--- config.mk ---
export PLATFORM = sky130hd
export DESIGN_NAME = tile_spawner
export DESIGN_NICKNAME = d
export VERILOG_FILES = /design/src/rtl/game_2048_pkg.sv /design/src/rtl/tile_spawner_lfsr16.sv /design/src/rtl/tile_spawner.sv
export SDC_FILE = /design/constraint.sdc
export NUM_CORES = 1
export LEC_CHECK = 0
export CAP_MARGIN = 20
export CORE_MARGIN = 2
export CORE_UTILIZATION = 38
export DETAILED_ROUTE_END_ITERATION = 10
export GPL_TIMING_DRIVEN = 1
export PLACE_DENSITY = 0.76
export SKIP_CTS_REPAIR_TIMING = 1
export SLEW_MARGIN = 20
export SYNTH_ARGS = -nofsm -noshare
export SYNTH_HDL_FRONTEND = slang
export SYNTH_HIERARCHICAL = 1
export SYNTH_SLANG_ARGS = --single-unit
--- constraint.sdc ---
create_clock -name clk -period 2.7 [get_ports clk]
set_clock_uncertainty 0.1 [all_clocks]
set_input_delay 0.27 -clock clk [delete_from_list [all_inputs] [get_ports clk]]
set_output_delay 0.27 -clock clk [all_outputs]
set_load 0.05 [all_outputs]
--- src/rtl/game_2048_pkg.sv ---
// Shared types and constants for the 2048 tile spawner: board layout, spawner FSM states,
// and the 16-bit Galois LFSR step (x^16+x^14+x^13+x^11+1).
package game_2048_pkg;
  localparam int TILE_W = 12;
  localparam int GRID_N = 4;
  localparam logic [15:0] LFSR_TAPS = 16'hB400;

  typedef logic [TILE_W-1:0] tile_t;
  typedef tile_t [GRID_N-1:0][GRID_N-1:0] board_t;

  typedef enum logic [1:0] {SP_IDLE, SP_SCAN, SP_DONE} spawn_state_t;

  // Right-shifting Galois form: feedback bit is the LSB shifted out.
  function automatic logic [15:0] lfsr_next(input logic [15:0] q);
    return q[0] ? ((q >> 1) ^ LFSR_TAPS) : (q >> 1);
  endfunction
endpackage

--- src/rtl/tile_spawner_lfsr16.sv ---
// Free-running 16-bit Galois LFSR; steps every clock so user timing feeds the randomness.
module lfsr16
  import game_2048_pkg::*;
#(
  parameter logic [15:0] SEED = 16'hACE1
) (
  input  logic        clk,
  input  logic        rst,
  output logic [15:0] q
);
  // An all-zero state would lock the register, so a zero seed falls back to 1.
  localparam logic [15:0] INIT = (SEED == 16'h0000) ? 16'h0001 : SEED;

  always_ff @(posedge clk or negedge rst) begin
    if (!rst) q <= INIT;
    else      q <= lfsr_next(q);
  end
endmodule

--- src/rtl/tile_spawner.sv ---
// Places one new tile (2, or 4 when TILE_SPAWN_FOUR_EN is defined) into a pseudo-random empty
// cell of the resolved 4x4 board, probing linearly from an LFSR-chosen start cell.
module tile_spawner
  import game_2048_pkg::*;
#(
  parameter int          DATA_W    = 12,
  parameter logic [15:0] LFSR_SEED = 16'hACE1,
  parameter int          FOUR_BITS = 3
) (
  input  logic                                        clk,
  input  logic                                        rst,
  input  logic                                        start,
  input  logic [GRID_N-1:0][GRID_N-1:0][DATA_W-1:0]   matrix,
  output logic [GRID_N-1:0][GRID_N-1:0][DATA_W-1:0]   matrix_out,
  output logic                                        done,
  output logic                                        full,
  output logic                                        busy
);
  spawn_state_t state;
  logic [GRID_N-1:0][GRID_N-1:0][DATA_W-1:0] matrix_q;
  logic [3:0]        pos;
  logic [3:0]        probe_cnt;
  logic [15:0]       lfsr;
  logic [DATA_W-1:0] spawn_val;

  lfsr16 #(.SEED(LFSR_SEED)) u_lfsr (
    .clk (clk),
    .rst (rst),
    .q   (lfsr)
  );

`ifdef TILE_SPAWN_FOUR_EN
  assign spawn_val = (&lfsr[15:16-FOUR_BITS]) ? DATA_W'(4) : DATA_W'(2);
`else
  // Upper LFSR bits only choose the tile value when 4-tiles are enabled.
  logic unused_lfsr;
  assign unused_lfsr = ^{lfsr[15:4], &lfsr[15:16-FOUR_BITS]};
  assign spawn_val   = DATA_W'(2);
`endif

  assign matrix_out = matrix_q;

  always_ff @(posedge clk or negedge rst) begin
    if (!rst) begin
      state     <= SP_IDLE;
      matrix_q  <= '0;
      pos       <= '0;
      probe_cnt <= '0;
      done      <= 1'b0;
      full      <= 1'b0;
      busy      <= 1'b0;
    end else begin
      done <= 1'b0;
      case (state)
        SP_IDLE: begin
          if (start) begin
            matrix_q  <= matrix;
            pos       <= lfsr[3:0];
            probe_cnt <= '0;
            full      <= 1'b0;
            busy      <= 1'b1;
            state     <= SP_SCAN;
          end
        end
        SP_SCAN: begin
          // One probe per clock; pos wraps naturally at 4 bits.
          if (matrix_q[pos[3:2]][pos[1:0]] == '0) begin
            matrix_q[pos[3:2]][pos[1:0]] <= spawn_val;
            done  <= 1'b1;
            state <= SP_DONE;
          end else if (probe_cnt == 4'd15) begin
            full  <= 1'b1;
            done  <= 1'b1;
            state <= SP_DONE;
          end else begin
            pos       <= pos + 4'd1;
            probe_cnt <= probe_cnt + 4'd1;
          end
        end
        SP_DONE: begin
          busy  <= 1'b0;
          state <= SP_IDLE;
        end
        default: begin
          busy  <= 1'b0;
          state <= SP_IDLE;
        end
      endcase
    end
  end
endmodule

==> flow_metrics.tcl <==
set metrics [dict create \
    status "finished, violations left" \
    violations "setup timing" \
    clk_path_buf_depth 3 \
    synth.distinct_cells 59 \
    finalCriticalPeriod_ns 2.84 \
    syn_avg_cell_area_um2 12.8 \
    grt-ovfl-total 0 \
    arrival_ns 3.14 \
    setup_viol 188 \
    nets 1374 \
    grt_pass1_wl_um 51100 \
    critical_path_class "flip-flop to flip-flop" \
    placementRows 56 \
    synth_edf_count 0 \
    ios 390 \
    p_leak_nw 6.67 \
    max_cap_viol_count 0 \
    drc 0 \
    syn_area_um2 9170 \
    synthCells 717 \
    slew_headroom_pct 56.4 \
    r2r_end "matrix_out[180]" \
    fillers 1787 \
    cts_buffers 25 \
    yosys_warnings 6 \
    setup_slack_ns -0.137 \
    cts_max_level 1 \
    ir_drop_uv 1010 \
    cts.sinks 221 \
    synthTopCellsByArea "dfrtp_1 58%, a22o_1 17%, o211ai_4 2.3%, dfstp_2 2.3%, nor4_1 2.1%" \
    start_kind "flip-flop" \
    async_flop_share_pct 100 \
    die_h_um 159 \
    viasPerCell 5.51 \
    dpl.hpwl_um 24900 \
    place_congestion 0.917 \
    reg2reg_depth 10 \
    finalPower_mw 21.9 \
    worst_pin_slew_ns 0.647 \
    holdWs_ns 0.216 \
    yosys.area.top_type "dfrtp_1" \
    portBuffers 389 \
    syn_to_final_growth_pct 63.9 \
    slew_viol_final 0 \
    clkTransAtPathRegs_ns 0.06 \
    core_um2 23600 \
    vias 8316 \
    drtPass1Iterations 6 \
    max_freq_mhz 352 \
    seq_area_frac_synth_pct 60.4 \
    hold_viol 0 \
    ff2ff_setup_slack_ns -0.14 \
    period_share_pct 105 \
    antenna_cells 0 \
    worstPathMaxFanout 12 \
    track_usage_pct 25.7 \
    register_area_um2 5550 \
    powerDensity_nw_per_um2 1460 \
    synthFlopType "dfrtp_1" \
    fp.dieW_um 159 \
    utilization_pct 63.7 \
    dp.cells 1458 \
    layout-drive-gt1-share_pct 16.4 \
    wirelength_um 33700 \
    ys_ff_latch 221 \
    wire_per_inst_um 22.3 \
    clk_latency_ns 0.52 \
    rsz0062_at_grt "yes" \
    rr_startpoint "matrix_out[181]" \
    ant_nets 0 \
    worstPathRequired_ns 3.00 \
    dr.first_iter.drc_count 581 \
    fp.dieArea_um2 25400 \
    cts_root_buf "clkbuf_16" \
    endpoint_kind "flip-flop" \
    antenna_found_initial 1 \
    hold_path_class "primary input to asynchronous set/reset pin" \
    final_cells 1510 \
    grt_start_max_net_pins 75 \
    critPathLaunch "matrix_out[181]" \
    start_util_pct 38.9 \
    synth_top_area_share_pct 58.1 \
    grt_pass1_vias 8556 \
    synth_nets 917 \
    cts_tree "done" \
    crit_end "matrix_out[180]" \
    multi_input_area_um2 3320 \
]
worst min path at each step:
stage,startpoint,to,slack [ns],cells past startpoint
4_1_cts,rst,probe_cnt[1],-0.37,1
3_3_place_gp,rst,matrix_out[55],0.17,1
2_1_floorplan,rst,busy,-0.13,0
5_1_grt,matrix[188],matrix_out[188],0.24,2
3_5_place_dp,rst,matrix_out[55],0.17,1
6_report,rst,matrix_out[55],0.22,2
routing by layer:
layer / share of wire, % / GRT usage [%] / vias up / wire length (µm)
met1: 42 / 33.5 / 4170 / 14100
met5: 0.039 / 0 / - / 13
met4: 2.9 / 7.85 / 2 / 977
li1: - / - / 3666 / -
met3: 8.1 / 6.95 / 55 / 2740
met2: 47 / 42.0 / 423 / 15900
area by class of cell:
| class | instances | share of cell area (%) |
|---|---|---|
| Multi-Input combinational cell | 419 | 22.1 |
| Clock inverter | 8 | 0.449 |
| Tap cell | 319 | 2.65 |
| Clock buffer | 36 | 4.77 |
| Sequential cell | 221 | 36.9 |
| Timing Repair Buffer | 482 | 32.5 |
| Inverter | 25 | 0.649 |
logic make-up after synthesis:
| group | after synthesis | share of synthesized area [%] |
|---|---|---|
| AOI/OAI and AO/OA | 260 | 24.8 |
| xor gates and xnor gates | 3 | 0.286 |
| adders and majority gates | 5 | 0.682 |
| buffers and inverters | 77 | 4.88 |
| DFF | 221 | 60.4 |
| muxes | 7 | 1.05 |
| and+or+nand+nor | 144 | 7.88 |
flip-flops by register name, indices dropped and copies added, names as in the netlist:
register / cells
state: 2
u_lfsr/q: 16
done: 1
probe_cnt: 4
matrix_out: 192
pos: 4
full: 1
busy: 1
Yosys cell counts, drive strengths merged, types with 4 or more instances:
| cell | n |
|---|---|
| buf | 25 |
| a22oi | 4 |
| nand3 | 8 |
| dfstp | 8 |
| o31ai | 4 |
| inv | 23 |
| ha | 5 |
| nor3 | 8 |
| and2 | 4 |
| a311oi | 4 |
| o211ai | 19 |
| nand2 | 41 |
| mux2i | 4 |
| clkbuf | 24 |
| a21oi | 27 |
| nor2 | 33 |
| o21ai | 8 |
| a22o | 177 |
| dfrtp | 213 |
| o41ai | 4 |
| nor4 | 31 |
power by group:
group          internal, mW  switching [mW]  total (mW)
combinational          4.65            7.81        12.5
clock                  1.93            1.33        3.26
sequential             4.82            1.40        6.22
total                  11.4            10.5        21.9
worst max-delay path, cell delays in order (launching register included):
cell and delay (ns):
dfrtp_2 0.39, or4_4 0.53, a222oi_1 0.32, and4_1 0.27
nand2_2 0.08, o31ai_4 0.25, buf_12 0.18, buf_4 0.12
o211ai_4 0.08, buf_12 0.17, a22o_2 0.23
through the flow:
step	setup slack, ns	TNS (ns)	cell area, µm²
floorplan	-0.135	-13.50	9250
global placement	-0.328	-53.61	14000
detailed placement	-0.380	-61.55	14000
CTS	-0.412	-67.21	14800
global route	-0.229	-35.37	15000
finish	-0.137	-15.08	15000
placed cells by master (no fill, tap or decap), types with 3 or more instances in the layout:
master / Yosys / routed
a21oi_2: 2 / 12
clkbuf_8: 0 / 5
clkdlybuf4s50_1: 0 / 388
o211ai_4: 10 / 11
nand2_1: 40 / 40
dfrtp_1: 213 / 204
mux2i_1: 4 / 4
clkinv_2: 0 / 6
buf_6: 15 / 5
nor3_1: 8 / 8
and2_1: 4 / 3
inv_1: 23 / 22
ha_1: 5 / 5
nand3_1: 8 / 8
xor2_1: 3 / 3
dfstp_2: 8 / 8
or4_4: 0 / 3
a22oi_1: 4 / 4
o211ai_1: 8 / 8
clkbuf_16: 0 / 26
buf_12: 1 / 20
buf_4: 1 / 66
o41ai_1: 4 / 4
a311oi_1: 4 / 3
dfrtp_2: 0 / 9
o21ai_0: 6 / 6
nor2_1: 33 / 33
nor4_1: 31 / 30
a22o_1: 175 / 175
clkbuf_1: 24 / 6
nor3b_1: 3 / 3
a21oi_1: 25 / 15
Power figures use the tool's default switching activity.
